### src/rtl/morse_pkg.sv
// Shared encodings, state type and timing multiples for the Morse transmit path.
package morse_pkg;

  // Two-bit element codes packed five to a symbol, first element in the MSBs
  localparam logic [1:0] EL_NONE = 2'b00;
  localparam logic [1:0] EL_DOT  = 2'b01;
  localparam logic [1:0] EL_DASH = 2'b10;

  typedef enum logic [2:0] {
    IDLE,
    MARK,
    SPACE,
    CHAR_GAP,
    WORD_GAP
  } seq_state_e;

  // Durations in Morse units
  localparam logic [2:0] DOT_U      = 3'd1;
  localparam logic [2:0] DASH_U     = 3'd3;
  localparam logic [2:0] ELEM_GAP_U = 3'd1;
  localparam logic [2:0] CHAR_GAP_U = 3'd3;
  localparam logic [2:0] WORD_GAP_U = 3'd7;

  // 00 and 11 both terminate a symbol; only 01/10 key the output
  function automatic logic is_mark_el(input logic [1:0] el);
    return (el == EL_DOT) || (el == EL_DASH);
  endfunction

  function automatic logic [2:0] el_units(input logic [1:0] el);
    return (el == EL_DASH) ? DASH_U : DOT_U;
  endfunction

endpackage

### src/rtl/morse_sym_fifo.sv
// Small symbol FIFO: synchronous push/pop, synchronous clear, occupancy count.
module morse_sym_fifo #(
  parameter int DEPTH = 4,
  parameter int WIDTH = 11
) (
  input  logic                   clk,
  input  logic                   reset,
  input  logic                   clear,
  input  logic                   push,
  input  logic                   pop,
  input  logic [WIDTH-1:0]       push_data,
  output logic [WIDTH-1:0]       head_data,
  output logic [$clog2(DEPTH):0] count
);

  localparam int AW = $clog2(DEPTH);
  localparam logic [AW:0] FULL_CNT = (AW+1)'(DEPTH);

  logic [AW-1:0]    wr_q, wr_d, rd_q, rd_d;
  logic [AW:0]      cnt_q, cnt_d;
  logic [WIDTH-1:0] mem_q [DEPTH];
  logic [WIDTH-1:0] mem_d [DEPTH];
  logic             do_push, do_pop;

  // Clear drops any same-cycle push; pop only when something is stored
  assign do_push = push && (cnt_q < FULL_CNT) && !clear;
  assign do_pop  = pop && (cnt_q != '0) && !clear;

  // Pointer and occupancy next state
  always_comb begin
    wr_d  = wr_q;
    rd_d  = rd_q;
    cnt_d = cnt_q;
    if (clear) begin
      wr_d  = '0;
      rd_d  = '0;
      cnt_d = '0;
    end else begin
      if (do_push) wr_d = wr_q + AW'(1);
      if (do_pop)  rd_d = rd_q + AW'(1);
      case ({do_push, do_pop})
        2'b10:   cnt_d = cnt_q + (AW+1)'(1);
        2'b01:   cnt_d = cnt_q - (AW+1)'(1);
        default: cnt_d = cnt_q;
      endcase
    end
  end

  // Storage write port
  always_comb begin
    mem_d = mem_q;
    if (do_push) mem_d[wr_q] = push_data;
  end

  // Control state, cleared by reset
  always_ff @(posedge clk or negedge reset) begin
    if (!reset) begin
      wr_q  <= '0;
      rd_q  <= '0;
      cnt_q <= '0;
    end else begin
      wr_q  <= wr_d;
      rd_q  <= rd_d;
      cnt_q <= cnt_d;
    end
  end

  // Payload storage carries no reset; validity comes from the count
  always_ff @(posedge clk) begin
    mem_q <= mem_d;
  end

  assign head_data = mem_q[rd_q];
  assign count     = cnt_q;

endmodule

### src/rtl/morse_tx_sequencer.sv
// Morse keying sequencer: buffers 10-bit symbol codes and drives key_out with
// dot/dash/gap timing measured in units of UNIT_CYCLES clocks.
module morse_tx_sequencer
  import morse_pkg::*;
#(
  parameter int UNIT_CYCLES = 12500000,
  parameter int FIFO_DEPTH  = 4,
  parameter int CNT_W       = 24
) (
  input  logic                        clk,
  input  logic                        reset,
  input  logic                        in_valid,
  output logic                        in_ready,
  input  logic [9:0]                  in_code,
  input  logic                        in_word_end,
  input  logic                        flush,
  output logic                        key_out,
  output logic                        busy,
  output logic [$clog2(FIFO_DEPTH):0] fifo_count
);

  localparam int CW = $clog2(FIFO_DEPTH) + 1;
  localparam logic [CNT_W-1:0] CNT_LAST = CNT_W'(UNIT_CYCLES - 1);

  seq_state_e       state_q, state_d;
  logic [CNT_W-1:0] cnt_q, cnt_d;
  logic [2:0]       units_q, units_d;
  logic [9:0]       sr_q, sr_d;
  logic             word_q, word_d;
  logic             key_q, key_d;
  logic             fifo_push, fifo_pop;
  logic [10:0]      head;
  logic [2:0]       req_u;
  logic             unit_wrap, seg_done;

  // Ready looks only at stored entries, never at a same-cycle pop
  assign in_ready  = fifo_count < CW'(FIFO_DEPTH);
  assign fifo_push = in_valid && in_ready;

  morse_sym_fifo #(
    .DEPTH (FIFO_DEPTH),
    .WIDTH (11)
  ) u_fifo (
    .clk       (clk),
    .reset     (reset),
    .clear     (flush),
    .push      (fifo_push),
    .pop       (fifo_pop),
    .push_data ({in_word_end, in_code}),
    .head_data (head),
    .count     (fifo_count)
  );

  // Length of the current segment in units; the trailing gap replaces the
  // element gap rather than adding to it
  always_comb begin
    case (state_q)
      MARK:     req_u = el_units(sr_q[9:8]);
      SPACE:    req_u = ELEM_GAP_U;
      CHAR_GAP: req_u = CHAR_GAP_U;
      WORD_GAP: req_u = WORD_GAP_U;
      default:  req_u = 3'd1;
    endcase
  end

  assign unit_wrap = (cnt_q == CNT_LAST);
  assign seg_done  = unit_wrap && (units_q == (req_u - 3'd1));

  // Sequencer next state: pop in IDLE, time marks and gaps elsewhere
  always_comb begin
    state_d  = state_q;
    cnt_d    = cnt_q;
    units_d  = units_q;
    sr_d     = sr_q;
    word_d   = word_q;
    fifo_pop = 1'b0;
    if (flush) begin
      state_d = IDLE;
      cnt_d   = '0;
      units_d = '0;
      sr_d    = '0;
      word_d  = 1'b0;
    end else begin
      case (state_q)
        IDLE: begin
          if (fifo_count != '0) begin
            fifo_pop = 1'b1;
            sr_d     = head[9:0];
            word_d   = head[10];
            if (is_mark_el(head[9:8])) begin
              state_d = MARK;
            end else if (head[10]) begin
              state_d = WORD_GAP;
            end
          end
        end
        default: begin
          if (unit_wrap) begin
            cnt_d   = '0;
            units_d = units_q + 3'd1;
          end else begin
            cnt_d = cnt_q + CNT_W'(1);
          end
          if (seg_done) begin
            cnt_d   = '0;
            units_d = '0;
            case (state_q)
              MARK: begin
                sr_d = {sr_q[7:0], EL_NONE};
                if (is_mark_el(sr_q[7:6])) begin
                  state_d = SPACE;
                end else if (word_q) begin
                  state_d = WORD_GAP;
                end else begin
                  state_d = CHAR_GAP;
                end
              end
              SPACE:   state_d = MARK;
              default: state_d = IDLE;
            endcase
          end
        end
      endcase
    end
    key_d = (state_d == MARK);
  end

  // Sequencer registers; key_out is a flop so it changes on the state edge
  always_ff @(posedge clk or negedge reset) begin
    if (!reset) begin
      state_q <= IDLE;
      cnt_q   <= '0;
      units_q <= '0;
      sr_q    <= '0;
      word_q  <= 1'b0;
      key_q   <= 1'b0;
    end else begin
      state_q <= state_d;
      cnt_q   <= cnt_d;
      units_q <= units_d;
      sr_q    <= sr_d;
      word_q  <= word_d;
      key_q   <= key_d;
    end
  end

  assign key_out = key_q;
  assign busy    = (state_q != IDLE) || (fifo_count != '0);

endmodule

### config.mk
export PLATFORM = sky130hd
export DESIGN_NAME = morse_tx_sequencer
export DESIGN_NICKNAME = d
export VERILOG_FILES = /design/src/rtl/morse_pkg.sv /design/src/rtl/morse_sym_fifo.sv /design/src/rtl/morse_tx_sequencer.sv
export SDC_FILE = /design/constraint.sdc
export NUM_CORES = 1
export LEC_CHECK = 0
export ABC_AREA = 1
export BUFFER_PORTS_ARGS = -buffer_cell sky130_fd_sc_hd__buf_2
export CORE_ASPECT_RATIO = 0.75
export CORE_MARGIN = 8
export CORE_UTILIZATION = 45
export DETAILED_ROUTE_END_ITERATION = 8
export PLACE_DENSITY = 0.73
export SYNTH_ARGS = -nofsm -noshare
export SYNTH_HDL_FRONTEND = slang
export SYNTH_SLANG_ARGS = --single-unit
### constraint.sdc
create_clock -name clk -period 4.35 [get_ports clk]
set_input_delay 0.6525 -clock clk [delete_from_list [all_inputs] [get_ports clk]]
set_output_delay 0.6525 -clock clk [all_outputs]
set_load 0.01 [all_outputs]
After elaboration in Yosys (flattened, before gate mapping). Cells that the tools add are included.

Bitwise gates (word level): 2. Add/sub/neg operators: 7. Multiplexer cells: 42. Divide/modulo/power cells: 0. Shifts and indexed selects: 0. Multiply operators: 0. Reduce and logical (&&, ||, !) cells: 25. Equal/unequal tests: 16. Magnitude comparators: 4.

Operators with widths (number): $mux 24 (4); $mux 10 (5); $bwmux 44 (1); $mux 3 (13); $mux 11 (3); $add 24x1->24 const B (1); $eq 24x24->1 const B (1); $bmux 11 s2 (1); $demux 11 s2 (1); $reduce_bool 3->1 (6); $pmux 3 s2 (2); $mux 2 (5); $pmux 3 s3 (1); $eq 2x2->1 const B (4); $reduce_bool 2->1 (4); $logic_and 1x1->1 (7); $add 3x1->3 const B (2); $eq 2x1->1 const B (3); $eq 3x1->1 const B (2); $eq 3x2->1 const B (2); $ge 3x3->1 const B (2); $mux 1 (6); $not 2->3 (2); $sub 3x1->3 const B (2); other kinds (12) (16).

Memories kept: 0. Word-level logic and storage cells: 109. Register bits after elaboration: 93. Bits of input ports: 15. Bits in read-only memories: 0. Memory bits (writable): 0. Bits in latches: 0.

Logic depth before layout (Yosys ltp).
Depth after elaboration: 11. Mapped depth: 13.

Cells and area by module. From an unflattened synthesis, not the netlist that was laid out.

Cell total of the unflattened synthesis: 484. Area, all modules: 4591.9 sq um.

Modules (own cells, without submodules): morse_tx_sequencer (times used 1, cells each 314, area each 2502.4 sq um, sequential area each 1051.0 sq um); morse_sym_fifo (times used 1, cells each 170, area each 2089.5 sq um, sequential area each 1496.4 sq um).

Worst setup path after synthesis. No wires, ideal clock.

Path type: input port to flip-flop. Start point: input port in_valid. End point: register u_fifo.mem_q[0] (netlist name), enable pin. Path buffers: 0. Stages: 4. Required time: 3.972 ns. Path slack: 2.444 ns. Arrival: 1.527 ns. Cell sequence: nand2_1 > nor2_1 > inv_1 > nor2_1.

Cells in the longest elaborated chain, start to end: 3.

RTL lines: start, declared (RTL line morse_tx_sequencer.sv:12) `input logic in_valid,`; $logic_and 1x1->1 (RTL line morse_tx_sequencer.sv:38) `assign fifo_push = in_valid && in_ready;`; $logic_and 1x1->1 (2 in a row) (RTL line morse_sym_fifo.sv:26) `assign do_push = push && (cnt_q < FULL_CNT) && !clear;`; end signal, assigned (RTL line morse_sym_fifo.sv:70) `mem_q <= mem_d;`; end, declared (RTL line morse_sym_fifo.sv:21) `logic [WIDTH-1:0] mem_q [DEPTH];`.

No other way between the ends. A chain may end at the register's enable or synchronous reset.

Worst setup path after layout.
Start point: register u_fifo.cnt_q[2] (netlist: u_fifo.count[2]). End point: output port busy.

Cells in the longest elaborated chain, start to end: 2.

RTL lines: start, declared (RTL line morse_sym_fifo.sv:20) `logic [AW:0] cnt_q, cnt_d;`; start signal, assigned (RTL line morse_sym_fifo.sv:64) `cnt_q <= cnt_d;`; $reduce_bool 3->1 (RTL line morse_tx_sequencer.sv:148) `assign busy = (state_q != IDLE) || (fifo_count != '0);`; $logic_or 1x1->1 (RTL line morse_tx_sequencer.sv:148); end, declared (RTL line morse_tx_sequencer.sv:18) `output logic busy,`.

No other way between the ends.

==> metrics.cfg <==
[outcome]
status = finished, final reports clean

[synthesis]
yosys_most_used_dff = dfrtp_1
synth-edff-count = 44
synth_area_leaders = edfxtp_1 28%, dfrtp_1 26%, nand2_1 8.4%
syn_area_um2 = 4640
synth_cell_types = 41
synth_seq_cells = 93
synth_commonest_cells = 104 x nand2_1, 58 x nor2_1, 49 x dfrtp_1
ys_async_sr_fraction_pct = 52.7
ys_seq_area_share_pct = 54.9
mappedNetlistNets = 525
yosysTopAreaCell = edfxtp_1
synth_cells = 503
ys_warn_count = 0
synth_most_common_cell = nand2_1
synth.top_cell.area_share_pct = 28.5
synth.avg_cell_area_um2 = 9.23

[detailed_routing]
avgViaCountPerCell = 5.32
wl_per_cell_um = 15.0
num_vias = 3525
wirelength_um = 9910
final_antenna_net_count = 0
drt_iter0_markers = 358
drcViolationCount = 0
drtPass1Iterations = 5

[clocking]
cts_made_buffers = 9
cts_buffer_depth = 2
clkTransAtPathRegs_ps = 70
clock_latency_ps = 340
cts_hold_buf = 0
numClockSinks = 93
cts_resized = 0
cts_setup_buffers = 0
cts_tree = yes
h-tree-depth = 3
ctsRootBufferMaster = clkbuf_16

[placed_design]
gp_congestion = 0.903
dpl-instance-area_um2 = 4850
port_buffers = 20
dp.final_hpwl_um = 7010
pre_cts_slack_ps = 1860

[floorplanning]
die-area_um2 = 13900
rows = 32
ioPinCount = 21
die_height_um = 104
start_util_pct = 45.6
fp.dieW_um = 133
core_area_um2 = 10200

[finish]
nets = 544
design_area_um2 = 5120
num_antenna_cells = 0
drive_gt1_share_pct = 14.4
syn_to_final_growth_pct = 10.4
fillers = 929

[hold_path]
hp-class = primary input to asynchronous set/reset pin

[worst_setup_path]
cpPeakStageDelay_ps = 390
required_ps = 3700
crit_path_max_fanout = 7
reg2reg_slack_ps = 1980
arrival_ps = 1760
critical_path.top_delay_family = simple AND/OR/NAND/NOR gates
crit_type = register to output port
crit_path_frequent_cell = inv_1
end_kind = output port
critPathBufInv = 3
path_cells = inv_1, nand3_1, nor2_1, inv_1, buf_2
cp_slowest_cell = nor2_1
start_kind = register

[power]
p_leak_nw = 2.28
cellPowerDensity_nw_per_um2 = 502
ir_worst_vdd_uv = 232

[grt]
grt_pass1_wl_um = 16800
antenna_found_initial = 0
grt_max_degree = 50
grt_pass1_vias = 3457
grt.overflow.total = 0
globalRouteTotalUtil_pct = 14.8

[sta]
setup_ws_ps = 1930
max_clock_freq_ghz = 0.414
maxSlewViolCount = 0
fin_skew_ps = 6.01
setup_viol = 0
fin_crit_ps = 2420
fin_crit_sh_pct = 55.5
grt_setup_unrepaired = no
final-hold-violation-count = 0
slew_headroom_pct = 30.6
tightest_slew_ps = 1040
setup_tns_ps = 0

[flow_run]
maxCapViolations = 0

[power breakdown]
| part | leakage, nW | switching, W | internal, W |
|---|---|---|---|
| clock | 0.128 | 0.000335 | 0.000388 |
| sequential | 1.06 | 0.000103 | 0.00102 |
| combinational | 1.09 | 0.000490 | 0.000232 |
[cell type report]
type / count / area, um^2 / area share, %
Tap cell: 136 / 170 / 3.32
Sequential cell: 93 / 2550 / 49.7
Clock buffer: 9 / 225 / 4.40
Inverter: 55 / 210 / 4.10
Clock inverter: 7 / 48.8 / 0.952
Timing Repair Buffer: 21 / 108 / 2.10
Multi-Input combinational cell: 342 / 1810 / 35.4
[layer usage]
metal | part of all wire (%) | global-route usage, % | vias up | routed length, um
met1 | 48 | 20.3 | 1688 | 4760
met3 | 5.1 | 3.76 | 9 | 503
li1 | - | - | 1729 | -
met4 | 1.3 | 5.44 | 0 | 129
met5 | 0 | 0 | - | 0
met2 | 46 | 22.1 | 99 | 4520
[placed cells by master (no fill, tap or decap), types with 7 or more instances in the layout]
cell	count
o22ai_1	10
a21oi_1	12
nand2_1	104
o21ai_0	35
nand4_1	8
inv_2	7
clkbuf_16	9
inv_1	46
dfrtp_1	49
edfxtp_1	44
nand3_1	40
nand2_4	8
nor3_1	7
nor2_1	58
buf_2	20
[cell families (layout without fill, tap and decap cells)]
family | count (synthesis) | in the layout | synth area share [%]
xor gates and xnor gates | 6 | 6 | 1.13
DFF | 93 | 93 | 54.9
buffers and inverters | 68 | 92 | 6.01
AOI/OAI and AO/OA | 82 | 82 | 10.6
adders and majority gates | 7 | 7 | 2.05
and+or+nand+nor | 247 | 247 | 25.3
[state kept, by name, indices dropped and copies added, names as in the netlist]
| name | count |
|---|---|
| u_fifo.wr_q | 2 |
| sr_q | 10 |
| cnt_q | 24 |
| units_q | 3 |
| u_fifo.mem_q | 44 |
| u_fifo.rd_q | 2 |
| key_out | 1 |
| u_fifo.count | 3 |
| word_q | 1 |
| state_q | 3 |
[through the flow]
stage / util [%] / total power, W / hold slack [ps] / instances
2_1_floorplan: - / 0.00167 / 357 / 503
3_3_place_gp: 47.7 / 0.00182 / 462 / 647
3_5_place_dp: 47.7 / 0.00186 / 470 / 647
4_1_cts: 50.4 / 0.00258 / 440 / 663
5_1_grt: 50.4 / 0.00272 / 476 / 663
6_report: 50.4 / 0.00257 / 411 / 663
[final timing paths]
check	start	to	cells past startpoint
max	u_fifo.count[2]	busy	5
min	reset	cnt_q[3]	2
max reg2reg	state_q[1]	u_fifo.count[1]	8
min reg2reg	sr_q[1]	sr_q[1]	2
max in group asynchronous	reset	sr_q[0]	2
min in group clk	sr_q[1]	sr_q[1]	2
Note: power is estimated with default switching activity, not from simulation.
